## config.mk

```make
export PLATFORM = sky130hd
export DESIGN_NAME = alu_result_skid
export DESIGN_NICKNAME = d
export VERILOG_FILES = /design/src/rtl/alu_pkg.sv /design/src/rtl/alu_flag_gen.sv /design/src/rtl/alu_result_skid.sv
export SDC_FILE = /design/constraint.sdc
export NUM_CORES = 1
export LEC_CHECK = 0
export BUFFER_PORTS_ARGS = -buffer_cell sky130_fd_sc_hd__buf_2
export CAP_MARGIN = 20
export CORE_MARGIN = 2
export CORE_UTILIZATION = 48
export CTS_BUF_LIST = sky130_fd_sc_hd__clkbuf_4 sky130_fd_sc_hd__clkbuf_8 sky130_fd_sc_hd__clkbuf_16
export CTS_CLUSTER_DIAMETER = 50
export DETAILED_ROUTE_END_ITERATION = 8
export PLACE_DENSITY_LB_ADDON = 0.15
export SYNTH_ARGS = -nofsm -noshare
export SYNTH_HDL_FRONTEND = slang
export SYNTH_SLANG_ARGS = --single-unit
export TNS_END_PERCENT = 30
```

## constraint.sdc

```tcl
create_clock -name clkpos -period 1.5 [get_ports clkpos]
set_clock_uncertainty 0.2 [all_clocks]
set_input_delay 0.3 -clock clkpos [delete_from_list [all_inputs] [get_ports clkpos]]
set_output_delay 0.3 -clock clkpos [all_outputs]
set_load 0.05 [all_outputs]
```

## src/rtl/alu_pkg.sv

```systemverilog
// alu_pkg: shared types and constants for the ALU result output stage.
//   ALU_W        : result width of the 4:1 ALU result mux.
//   skid_state_t : occupancy of the two-entry skid buffer.
//   alu_res_t    : one stored entry (result, select code and its flags).
// Optional feature macro: ADIA_ALU_PARITY_EN adds a per-entry parity bit.
package alu_pkg;

    localparam int ALU_W = 16;

    typedef enum logic [1:0] {
        EMPTY = 2'd0,
        ONE   = 2'd1,
        TWO   = 2'd2
    } skid_state_t;

    typedef struct packed {
        logic [ALU_W-1:0] data;
        logic [1:0]       sel;
        logic             zero;
        logic             neg;
`ifdef ADIA_ALU_PARITY_EN
        logic             par;
`endif
    } alu_res_t;

endpackage

```

## src/rtl/alu_flag_gen.sv

```systemverilog
// alu_flag_gen: combinational flag derivation for one ALU result.
// Ports:
//   data_i : result word
//   zero_o : data_i == 0
//   neg_o  : sign bit of data_i
//   par_o  : XOR-reduce of data_i (only with ADIA_ALU_PARITY_EN)
module alu_flag_gen #(
    parameter int WIDTH = 16
) (
    input  logic [WIDTH-1:0] data_i,
`ifdef ADIA_ALU_PARITY_EN
    output logic             par_o,
`endif
    output logic             zero_o,
    output logic             neg_o
);

    assign zero_o = (data_i == '0);
    assign neg_o  = data_i[WIDTH-1];
`ifdef ADIA_ALU_PARITY_EN
    assign par_o  = ^data_i;
`endif

endmodule

```

## src/rtl/alu_result_skid.sv

```systemverilog
// alu_result_skid: registered two-entry skid stage behind the ALU result mux.
// Captures result + select code, derives zero/neg(/parity) flags on capture,
// and keeps the producer handshake at full rate while the consumer stalls.
// Ports:
//   clkpos, rst_n         : clock, asynchronous active-low reset
//   vdd, vss              : supply ties, no functional effect
//   in_valid/in_ready     : producer handshake; in_data, in_sel payload
//   out_valid/out_ready   : consumer handshake; out_data, out_sel, out_zero,
//                           out_neg, out_par (ADIA_ALU_PARITY_EN only)
//   res_count             : wrapping count of completed output transfers
// Optional feature macro: ADIA_ALU_PARITY_EN.
module alu_result_skid
    import alu_pkg::*;
#(
    parameter int WIDTH = ALU_W,
    parameter int CNT_W = 16
) (
    input  logic             clkpos,
    input  logic             rst_n,
    input  logic             vdd,
    input  logic             vss,
    input  logic             in_valid,
    output logic             in_ready,
    input  logic [WIDTH-1:0] in_data,
    input  logic [1:0]       in_sel,
    output logic             out_valid,
    input  logic             out_ready,
    output logic [WIDTH-1:0] out_data,
    output logic [1:0]       out_sel,
    output logic             out_zero,
    output logic             out_neg,
`ifdef ADIA_ALU_PARITY_EN
    output logic             out_par,
`endif
    output logic [CNT_W-1:0] res_count
);

    skid_state_t      state_q;
    alu_res_t         main_q;
    alu_res_t         skid_q;
    alu_res_t         entry_d;
    logic             in_ready_q;
    logic             out_valid_q;
    logic [CNT_W-1:0] res_count_q;
    logic             zero_d;
    logic             neg_d;
`ifdef ADIA_ALU_PARITY_EN
    logic             par_d;
`endif
    logic             in_xfer;
    logic             out_xfer;

    // Supply ties are carried for netlist consistency only.
    logic unused_supply;
    assign unused_supply = vdd ^ vss;

    alu_flag_gen #(
        .WIDTH (WIDTH)
    ) u_flag_gen (
        .data_i (in_data),
`ifdef ADIA_ALU_PARITY_EN
        .par_o  (par_d),
`endif
        .zero_o (zero_d),
        .neg_o  (neg_d)
    );

    always_comb begin
        entry_d      = '0;
        entry_d.data = in_data;
        entry_d.sel  = in_sel;
        entry_d.zero = zero_d;
        entry_d.neg  = neg_d;
`ifdef ADIA_ALU_PARITY_EN
        entry_d.par  = par_d;
`endif
    end

    assign in_xfer  = in_valid && in_ready_q;
    assign out_xfer = out_valid_q && out_ready;

    // in_ready/out_valid are registered from the next state, so in_ready
    // never depends combinationally on out_ready.
    always_ff @(posedge clkpos or negedge rst_n) begin
        if (!rst_n) begin
            state_q     <= EMPTY;
            main_q      <= '0;
            skid_q      <= '0;
            in_ready_q  <= 1'b1;
            out_valid_q <= 1'b0;
            res_count_q <= '0;
        end else begin
            if (out_xfer) begin
                res_count_q <= res_count_q + 1'b1;
            end
            case (state_q)
                EMPTY: begin
                    if (in_xfer) begin
                        main_q      <= entry_d;
                        state_q     <= ONE;
                        out_valid_q <= 1'b1;
                    end
                end
                ONE: begin
                    case ({in_xfer, out_xfer})
                        2'b10: begin
                            skid_q     <= entry_d;
                            state_q    <= TWO;
                            in_ready_q <= 1'b0;
                        end
                        2'b01: begin
                            state_q     <= EMPTY;
                            out_valid_q <= 1'b0;
                        end
                        2'b11: begin
                            main_q <= entry_d;
                        end
                        default: ;
                    endcase
                end
                TWO: begin
                    if (out_xfer) begin
                        main_q     <= skid_q;
                        state_q    <= ONE;
                        in_ready_q <= 1'b1;
                    end
                end
                default: begin
                    state_q     <= EMPTY;
                    in_ready_q  <= 1'b1;
                    out_valid_q <= 1'b0;
                end
            endcase
        end
    end

    assign in_ready  = in_ready_q;
    assign out_valid = out_valid_q;
    assign out_data  = main_q.data;
    assign out_sel   = main_q.sel;
    assign out_zero  = main_q.zero;
    assign out_neg   = main_q.neg;
`ifdef ADIA_ALU_PARITY_EN
    assign out_par   = main_q.par;
`endif
    assign res_count = res_count_q;

endmodule

```

==> summary.md, run 1 <==
| Metric | Value |
|---|---|
| Lkg Pwr | 2.11 nW |
| DRC | 0 |
| RD Place Congestion | 0.823 |
| Inst Count DP | 364 |
| Rows | 26 |
| Core Footprint | 5140 um^2 |
| Final worst slack | -193 ps |
| VDD IR-drop max | 0.505 mV |
| Netlist cell types | 32 |
| Leading area contributor after synthesis | dfrtp_1 |
| Die W | 77.2 um |
| CP dominant cell by count | buf_12 |
| Sink Count | 58 |
| Final Total Pwr | 3.10 mW |
| CP Cell Sequence | nand2_4, o32ai_4, buf_12, buf_12, nor2_2, a21oi_1 |
| CP top delay family | flip-flops |
| FILL cells | 353 |
| Final cell count without fillers | 397 |
| Detailed placement HPWL | 3660 um |
| Height of the die | 77.2 um |
| Max clock buf depth | 2 |
| Crit end category | flip-flop |
| Status | finished, violations left |
| Synth Flop Type | dfrtp_1 |
| H-tree depth | 3 |
| Dpl ws | -129 ps |
| Routed Antenna Nets | 0 |
| Vias/cell | 5.30 |
| Yosys warnings | 0 |
| Global-route wire length before repair | 9650 um |
| Total CTS buffers | 9 |
| Cell count after synthesis | 211 |
| Final setup viols | 50 |
| Initial antenna violation count | 0 |
| Count leader, synth | dfrtp_1 |
| WHS | 18.0 ps |
| Multi-input gate area | 1210 um^2 |
| Io pins | 62 |
| TritonCTS clock tree | built |
| Fin. max-slew vios | 0 |
| Failing checks | negative setup slack |
| Register area | 1470 um^2 |
| Ant. Diodes | 0 |
| CP max FO | 7 |
| Routed WL | 6440 um |
| Clk_lat worst skew | 330 ps |
| Pwr Density | 785 nW/um^2 |
| Max-Cap Viols | 0 |
| CTS root buf | clkbuf_8 |
| Worst path slowest cell | dfstp_2 |
| Fraction of layout cells with a size suffix above 1 | 60.6% |
| Initial DRT Pass Iterations | 4 |
| RSZ-0062 raised after global routing | yes |
| Worst-Margin Slew | 412 ps |
| Crit path arrival time | 1750 ps |
| Top post-synthesis cells by count | dfrtp_1 (57), nor2_1 (23), mux2_2 (19), mux2i_1 (18), nand2_1 (14) |
| WL/cell | 16.2 um |
| Synthesized flop and latch total | 58 |
| Mapped Area | 2570 um^2 |
| Sequential area share after synthesis | 56.5% |
| Grt ovf | 0 |
| Drt initial violations | 69 |
| Net Count, Synth | 236 |
| Synthesis-to-layout area growth | 53.6% |
| WP buf/inv | 2 |
| F_max | 591 MHz |
| Vias in the first global route | 2,023 |
| Final Hold Fails | 0 |
| Hold Crit Class | primary input to flip-flop |
| Max transition margin | 72.5% |
| WS Path Type | flip-flop to flip-flop |
| Crit-path max cell delay | 580 ps |
| Final net count | 347 |
| GRT Total Usage | 21.0% |
| Die area | 5960 um^2 |
| Routed vias | 2,105 |
| Largest net degree at the start of global routing | 25 |
| Post-synthesis async set-or-reset flop share | 100% |
| Worst-path clk slew | 60 ps |
| Final core occ | 76.9% |
| Post-route minimum period | 1690 ps |
| Syn avg cell area | 12.2 um^2 |
| Post-synth EDFFs | 0 |
| # port buffers | 59 |
| Synth top area cells | dfrtp_1 (55%), mux2_2 (8.3%), mux2i_1 (7.0%), a21oi_2 (3.4%), xnor2_1 (3.4%) |
| Starting Density | 50.0% |
| Top-area cell type share of the netlist area | 55.4% |
| Worst setup SP type | flip-flop |
| Worst path required time | 1550 ps |
| Period utilisation layout | 113% |
cell families (layout without fill, tap and decap cells):
| group | after synthesis | after routing | synth area share [%] |
|---|---|---|---|
| compound gates | 30 | 30 | 8.22 |
| xor+xnor | 15 | 15 | 5.11 |
| fa+ha+maj | 1 | 1 | 0.486 |
| buf+inv | 9 | 125 | 2.53 |
| flops | 58 | 58 | 56.5 |
| mux | 37 | 37 | 15.3 |
| simple gates | 61 | 61 | 11.9 |
state kept, by name, indices dropped and copies added (netlist names):
register,count
in_ready,1
out_data,16
out_sel,2
out_valid,1
out_zero,1
res_count,16
skid_q,19
state_q,2
metrics by stage:
stage | cell area [um^2] | setup TNS [ps]
finish | 3950 | -6410
global route | 3950 | -8810
CTS | 3690 | -4360
detailed placement | 3320 | -3470
global placement | 3320 | -2740
floorplan | 2670 | -9930
where the power goes:
part | leakage, nW | switching (mW) | total [mW] | internal [mW]
registers | 0.780 | 0 | 1.56 | 1.56
clock network | 0.105 | 0.594 | 1.43 | 0.837
logic | 1.22 | 0.0624 | 0.108 | 0.0456
total | 2.11 | 0.657 | 3.10 | 2.45
routing by layer:
metal	global-route usage [%]	routed length [um]
met1	27.8	2850
met2	32.1	3220
met3	5.41	234
met4	10.4	134
met5	0	0
placed cells by master (no fill, tap or decap), types with 2 or more instances in the layout:
cell type,instances
clkbuf_4,14
nor2_2,10
mux2_2,19
nand3_4,2
clkbuf_16,4
buf_2,36
xor2_1,5
xnor2_1,10
dfrtp_2,13
a21oi_1,8
o21ai_1,2
and3_1,3
nor4_1,4
clkinv_2,2
nand3_1,3
buf_6,12
nand2_4,3
buf_8,6
clkbuf_8,9
nand4_1,3
dfrtp_1,44
nor2_1,11
nor4_4,2
nor2_4,2
nand2_1,10
buf_12,8
mux2i_1,18
a21oi_2,14
buf_4,32
path summary, 6_finish.rpt:
path,slack [ps],cells after the start,from,to
max,-190,6,in_ready,out_data[5]
min,20,2,in_sel[1],skid_q[3]
max reg2reg,-190,6,in_ready,out_data[5]
min reg2reg,270,1,res_count[15],res_count[15]
max in group asynchronous,410,3,rst_n,out_data[7]
min in group asynchronous,230,2,rst_n,out_sel[1]
area by class of cell:
type | count | share of cell area, %
clock inverter | 3 | 1.01
clock buffer | 13 | 3.89
multi-input combinational | 144 | 30.6
timing repair buffer | 109 | 25.1
tap | 70 | 2.22
sequential | 58 | 37.2
repair_timing:
action,CTS,global route
resized for setup,32,42
cloned,0,5
buffers inserted,9,2
endpoints found under the setup margin,50,72
endpoints found under the hold margin,11,0
pin swaps,2,7
hold buffers,1,0
Power figures use the tool's default switching activity.
==> run 2: changes to the inputs <==
Settings changed: CORE_UTILIZATION 48 to 55, CTS_CLUSTER_DIAMETER 50 to not set.
Clock period 1.5 ns to 2 ns, I/O delays scaled along.
==> summary.md, run 2 (synthesis results as in run 1) <==
| Metric | Value |
|---|---|
| Pwr Density | 766 nW/um^2 (-2.5%) |
| Sink Count | 58 (unchanged) |
| Worst Hold Endpoint | skid_q[3] |
| R2R cell count | 5 (-1) |
| Hold Crit Start | in_sel[1] |
| Initial antenna violation count | 0 (unchanged) |
| R2R Path End | res_count[12] |
| RSZ-0062 raised after global routing | no |
| Most common cell after layout, fill and taps aside | buf_2 |
| Worst-path clk slew | 70 ps (about the same) |
| Post-CTS Setup Inserts | 0 (-9) |
| Rows | 24 (-7.7%) |
| Max-Cap Viols | 0 (unchanged) |
| WHS | 106 ps (+87.6 ps) |
| Core Footprint | 4440 um^2 (-14%) |
| Starting Density | 57.9% (+7.8 points) |
| Fin. max-slew vios | 0 (unchanged) |
| Post-cts resize count | 0 (-100%) |
| Hold Crit Class | primary input to flip-flop |
| Ant. Diodes | 0 (unchanged) |
| VDD IR-drop max | 0.440 mV (-13%) |
| WL/cell | 15.5 um (-4.6%) |
| Die area | 5240 um^2 (-12%) |
| GRT Total Usage | 22.6% (+1.6 points) |
| Routed WL | 5190 um (-19%) |
| Status | complete, no violations |
| # port buffers | 59 (unchanged) |
| Routed vias | 1,830 (-13%) |
| Height of the die | 72.4 um (-6.2%) |
| F_max | 551 MHz (-6.7%) |
| Biggest register | skid_q |
| Initial DRT Pass Iterations | 4 (unchanged) |
| Final Hold Fails | 0 (unchanged) |
| Global-route wire length before repair | 8780 um (-9.1%) |
| CP max FO | 5 (-2) |
| R2r startpoint | res_count[0] |
| Routed Antenna Nets | 0 (unchanged) |
| Commonest cells after routing, fill and taps aside | buf_2 (59), dfrtp_1 (57), nor2_1 (23) |
| Die W | 72.4 um (-6.2%) |
| Io pins | 62 (unchanged) |
| Sum of negative setup slack | 0 ps (+6410 ps) |
| Lkg Pwr | 1.77 nW (-16%) |
| Worst setup SP type | flip-flop |
| Max transition margin | 68.0% (-4.5 points) |
| CTS root buf | clkbuf_8 |
| TritonCTS clock tree | built |
| Worst path required time | 2020 ps (+470 ps) |
| Largest net degree at the start of global routing | 39 (+56%) |
| Fraction of layout cells with a size suffix above 1 | 40.6% (-20 points) |
| Final setup viols | 0 (-100%) |
| R2R Setup Slk | 190 ps (+380 ps) |
| Period utilisation layout | 90.7% (-22 points) |
| Post-route minimum period | 1810 ps (+121 ps) |
| Crit end category | flip-flop |
| Number of flip-flops in the largest register | 19 (unchanged) |
| Crit path arrival time | 1830 ps (+80 ps) |
| Max clock buf depth | 2 (unchanged) |
| Vias in the first global route | 1,855 (-8.3%) |
| Final net count | 303 (-13%) |
| Clk_lat worst skew | 330 ps (about the same) |
| Total CTS buffers | 9 (unchanged) |
| Worst-Margin Slew | 480 ps (+67.4 ps) |
| Worst hold stages | 2 (unchanged) |
| Detailed placement HPWL | 3430 um (-6.3%) |
| RD Place Congestion | 0.818 (-0.55%) |
| WS Path Type | flip-flop to flip-flop |
| FILL cells | 335 (-5.1%) |
| Grt ovf | 0 (unchanged) |
| Drt initial violations | 95 (+38%) |
| DRC | 0 (unchanged) |
| H-tree depth | 3 (unchanged) |
| Vias/cell | 5.46 (+3.0%) |
| Synthesis-to-layout area growth | 24.5% |
run 2: cell types whose count changed in the layout (fill, tap and decap cells not counted), sizes merged:
| cell | previous run | this run |
|---|---|---|
| clkbuf | 27 | 11 |
| clkinvlp | 0 | 1 |
| buf | 94 | 64 |
| bufinv | 1 | 2 |
run 2: where the power goes:
group / total (mW) / switching [mW] / internal [mW]
logic: 0.0700 / 0.0437 / 0.0263
clock network: 1.21 / 0.465 / 0.745
registers: 1.17 / 0 / 1.17
total: 2.45 / 0.508 / 1.94
run 2: area by class of cell:
class / instances / area [um^2] / share of cell area (%)
sequential: 58 / 1450 / 45.4
timing repair buffer: 65 / 393 / 12.3
clock inverter: 5 / 77.6 / 2.42
clock buffer: 11 / 145 / 4.53
tap: 52 / 65.1 / 2.03
multi-input combinational: 144 / 1070 / 33.4
run 2: how the worst max path moves through the flow:
stage,from,end,slack (ps),depth (start not counted)
3_3_place_gp,res_count[0],res_count[12],270,5
3_5_place_dp,res_count[0],res_count[12],220,5
4_1_cts,res_count[0],res_count[12],180,5
2_1_floorplan,res_count[0],res_count[10],30,5
5_1_grt,res_count[0],res_count[12],40,5
6_report,res_count[0],res_count[12],190,5
run 2: what timing repair did:
item | in CTS | in global routing
hold buffers | 1 | 0
endpoints found under the hold margin | 16 | 0
setup endpoints to repair | 0 | 0
run 2: per-stage QoR:
step	setup slack [ps]	cells	total power, mW	utilization, %	cell area [um^2]
6_report	186	335	2.45	72.0	3200
2_1_floorplan	33.6	211	1.20	-	2570
3_3_place_gp	265	318	1.26	66.8	2970
5_1_grt	40.7	335	2.54	72.0	3200
4_1_cts	177	335	2.48	72.0	3200
3_5_place_dp	224	318	1.26	66.8	2970
run 2: layer usage:
metal | part of all wire [%] | GRT usage, % | wire length, um
met5 | 0 | 0 | 0
met4 | 1.0 | 7.00 | 54
met3 | 4.8 | 9.17 | 249
met2 | 51 | 36.9 | 2650
met1 | 43 | 27.5 | 2230
run 2: critical path: stages, from the launching register on:
cell and delay [ps]:
dfrtp_1 430, ha_1 180, nand3_1 180, nor4_2 440, nand2_1 130, xnor2_1 140
==> run 3: changes to the inputs <==
Settings changed: CORE_UTILIZATION 55 to 53.
Clock period 2 ns to 1.9 ns, I/O delays scaled along.
==> summary.md, run 3 (synthesis results as in run 1) <==
| Metric | Value |
|---|---|
| GR met1 Demand/Resource | 28.1% (+0.53 points) |
| Synthesis-to-layout area growth | 24.9% |
| Worst hold stages | 2 (unchanged) |
| Logic gate share of total power | 2.8% (about the same) |
| R2r startpoint | in_ready |
| Final Total Pwr | 2.48 mW (+0.93%) |
| Sum of negative setup slack | 0 ps (unchanged) |
| Number of flip-flops in the largest register | 19 (unchanged) |
| Core Footprint | 4690 um^2 (+5.6%) |
| RD Place Congestion | 0.766 (-6.4%) |
| Worst-Margin Slew | 361 ps (-118 ps) |
| Sequential fraction of design power | 49.9% (+2.1 points) |
| FILL cells | 391 (+17%) |
| Pwr Density | 770 nW/um^2 (+0.58%) |
| Final setup viols | 0 (unchanged) |
| Max clock buf depth | 2 (unchanged) |
| Max transition margin | 75.7% (+7.7 points) |
| CTS root buf | clkbuf_8 |
| Status | complete, no violations |
| GRT met3 Usage | 4.53% (-4.6 points) |
| Final worst slack | 146 ps (-39.4 ps) |
| Clk_lat worst skew | 320 ps (about the same) |
| Drt initial violations | 85 (-11%) |
| Final net count | 309 (+2.0%) |
| Net switching power figure | 0.495 mW (-2.6%) |
| H-tree depth | 3 (unchanged) |
| Die area | 5430 um^2 (+3.6%) |
| CP max FO | 16 (+11) |
| R2R Setup Slk | 150 ps (-40 ps) |
| Worst path required time | 1950 ps (-70 ps) |
| Routed WL | 4800 um (-7.5%) |
| Height of the die | 73.7 um (+1.8%) |
| Commonest cells after routing, fill and taps aside | buf_2 (59), dfrtp_1 (55), nor2_1 (23) |
| VDD IR-drop max | 0.539 mV (+23%) |
| WS Path Type | flip-flop to flip-flop |
| Initial DRT Pass Iterations | 4 (unchanged) |
| Starting Density | 54.8% (-3.1 points) |
| Io pins | 62 (unchanged) |
| Vias/cell | 5.24 (-4.0%) |
| Biggest register | skid_q |
| Initial antenna violation count | 0 (unchanged) |
| Dpl ws | 165 ps (-58.3 ps) |
| Max-Cap Viols | 0 (unchanged) |
| DRC | 0 (unchanged) |
| Clock power frac | 47.3% (-2.0 points) |
| Most common cell after layout, fill and taps aside | buf_2 |
| Routed Antenna Nets | 0 (unchanged) |
| Worst setup SP type | flip-flop |
| WL/cell | 14.0 um (-9.7%) |
| Die W | 73.7 um (+1.8%) |
| Period utilisation layout | 92.3% (+1.6 points) |
| Worst Hold Endpoint | skid_q[2] |
| Fin. max-slew vios | 0 (unchanged) |
| Global-route wire length before repair | 8090 um (-7.8%) |
| Sink Count | 58 (unchanged) |
| Crit end category | flip-flop |
| R2R cell count | 5 (unchanged) |
| Int Pwr | 1.98 mW (+1.9%) |
| GRT busiest layer | met2 |
| Worst-path clk slew | 60 ps (about the same) |
| Sw Share | 20.0% (-0.73 points) |
| Detailed placement HPWL | 3510 um (+2.4%) |
| Fraction of layout cells with a size suffix above 1 | 42.6% (+1.9 points) |
| # port buffers | 59 (unchanged) |
| Crit path arrival time | 1800 ps (-30 ps) |
| Vias in the first global route | 1,766 (-4.8%) |
| Total CTS buffers | 9 (unchanged) |
| TritonCTS clock tree | built |
| Lkg Pwr | 1.79 nW (+0.63%) |
| Area of all placed cells without fillers | 3210 um^2 (+0.35%) |
| Routed vias | 1,799 (-1.7%) |
| Largest net degree at the start of global routing | 32 (-18%) |
| Final Hold Fails | 0 (unchanged) |
| Inst Count DP | 326 (+2.5%) |
| Hold Crit Class | primary input to flip-flop |
| Post-route minimum period | 1750 ps (-60.6 ps) |
| Grt ovf | 0 (unchanged) |
| F_max | 570 MHz (+3.5%) |
| Rows | 25 (+4.2%) |
| RSZ-0062 raised after global routing | no |
| Final cell count without fillers | 343 (+2.4%) |
| R2R Path End | out_data[12] |
| GRT Total Usage | 19.8% (-2.7 points) |
| DP Area | 2990 um^2 (+0.84%) |
| M2 GR Usage | 29.3% (-7.6 points) |
| Ant. Diodes | 0 (unchanged) |
| Hold Crit Start | in_sel[0] |
run 3: cell types whose count changed in the layout (fill, tap and decap cells not counted), sizes merged:
cell / previous run / this run
bufinv: 2 / 1
clkinvlp: 1 / 0
clkinv: 2 / 1
clkbuf: 11 / 14
buf: 64 / 70
run 3: worst max-delay path: stages (launching register included):
cell	delay, ps
dfstp_2	560
nand2_1	150
o32ai_4	300
buf_4	290
nor2_1	80
a21oi_2	90
run 3: area by class of cell:
type / instances / area, um^2 / area share (%)
flip-flops and latches: 58 / 1460 / 45.3
multi-input cells: 144 / 1070 / 33.3
clock inverters: 2 / 35.0 / 1.09
repair buffers: 71 / 413 / 12.9
clock buffers: 14 / 174 / 5.41
well taps: 54 / 67.6 / 2.10
run 3: what timing repair did:
item	CTS	global route
setup buffers	0	0
gates resized for setup	0	0
hold endpoints to repair	12	0
hold buffers	1	0
run 3: power by group through the flow:
stage                     Clock [mW]  Sequential (mW)  Combinational, mW
final                           1.17             1.24             0.0687
after global routing            1.25             1.23             0.0787
after CTS                       1.20             1.24             0.0713
after detailed placement           0             1.26             0.0696
after global placement             0             1.26             0.0686
after floorplan                    0             1.26            0.00350
run 3: stage by stage:
step | hold WS, ps | util [%]
after floorplan | -116 | -
after global placement | 95.9 | 63.8
after detailed placement | 109 | 63.8
after CTS | 95.2 | 68.5
after global routing | 99.2 | 68.5
final | 109 | 68.5
run 3: worst max-delay path by stage:
stage,endpoint,start,slack [ps]
final,out_data[12],in_ready,150
after global routing,out_data[13],in_ready,50
after CTS,out_data[12],in_ready,150
after detailed placement,out_data[9],in_ready,170
after global placement,out_data[12],in_ready,190
after floorplan,res_count[13],res_count[2],-30
run 3: routing by layer:
metal	routed length, um	vias up
met2	2200	43
met1	2340	860
met5	0	-
met3	221	6
li1	-	890
met4	38	0
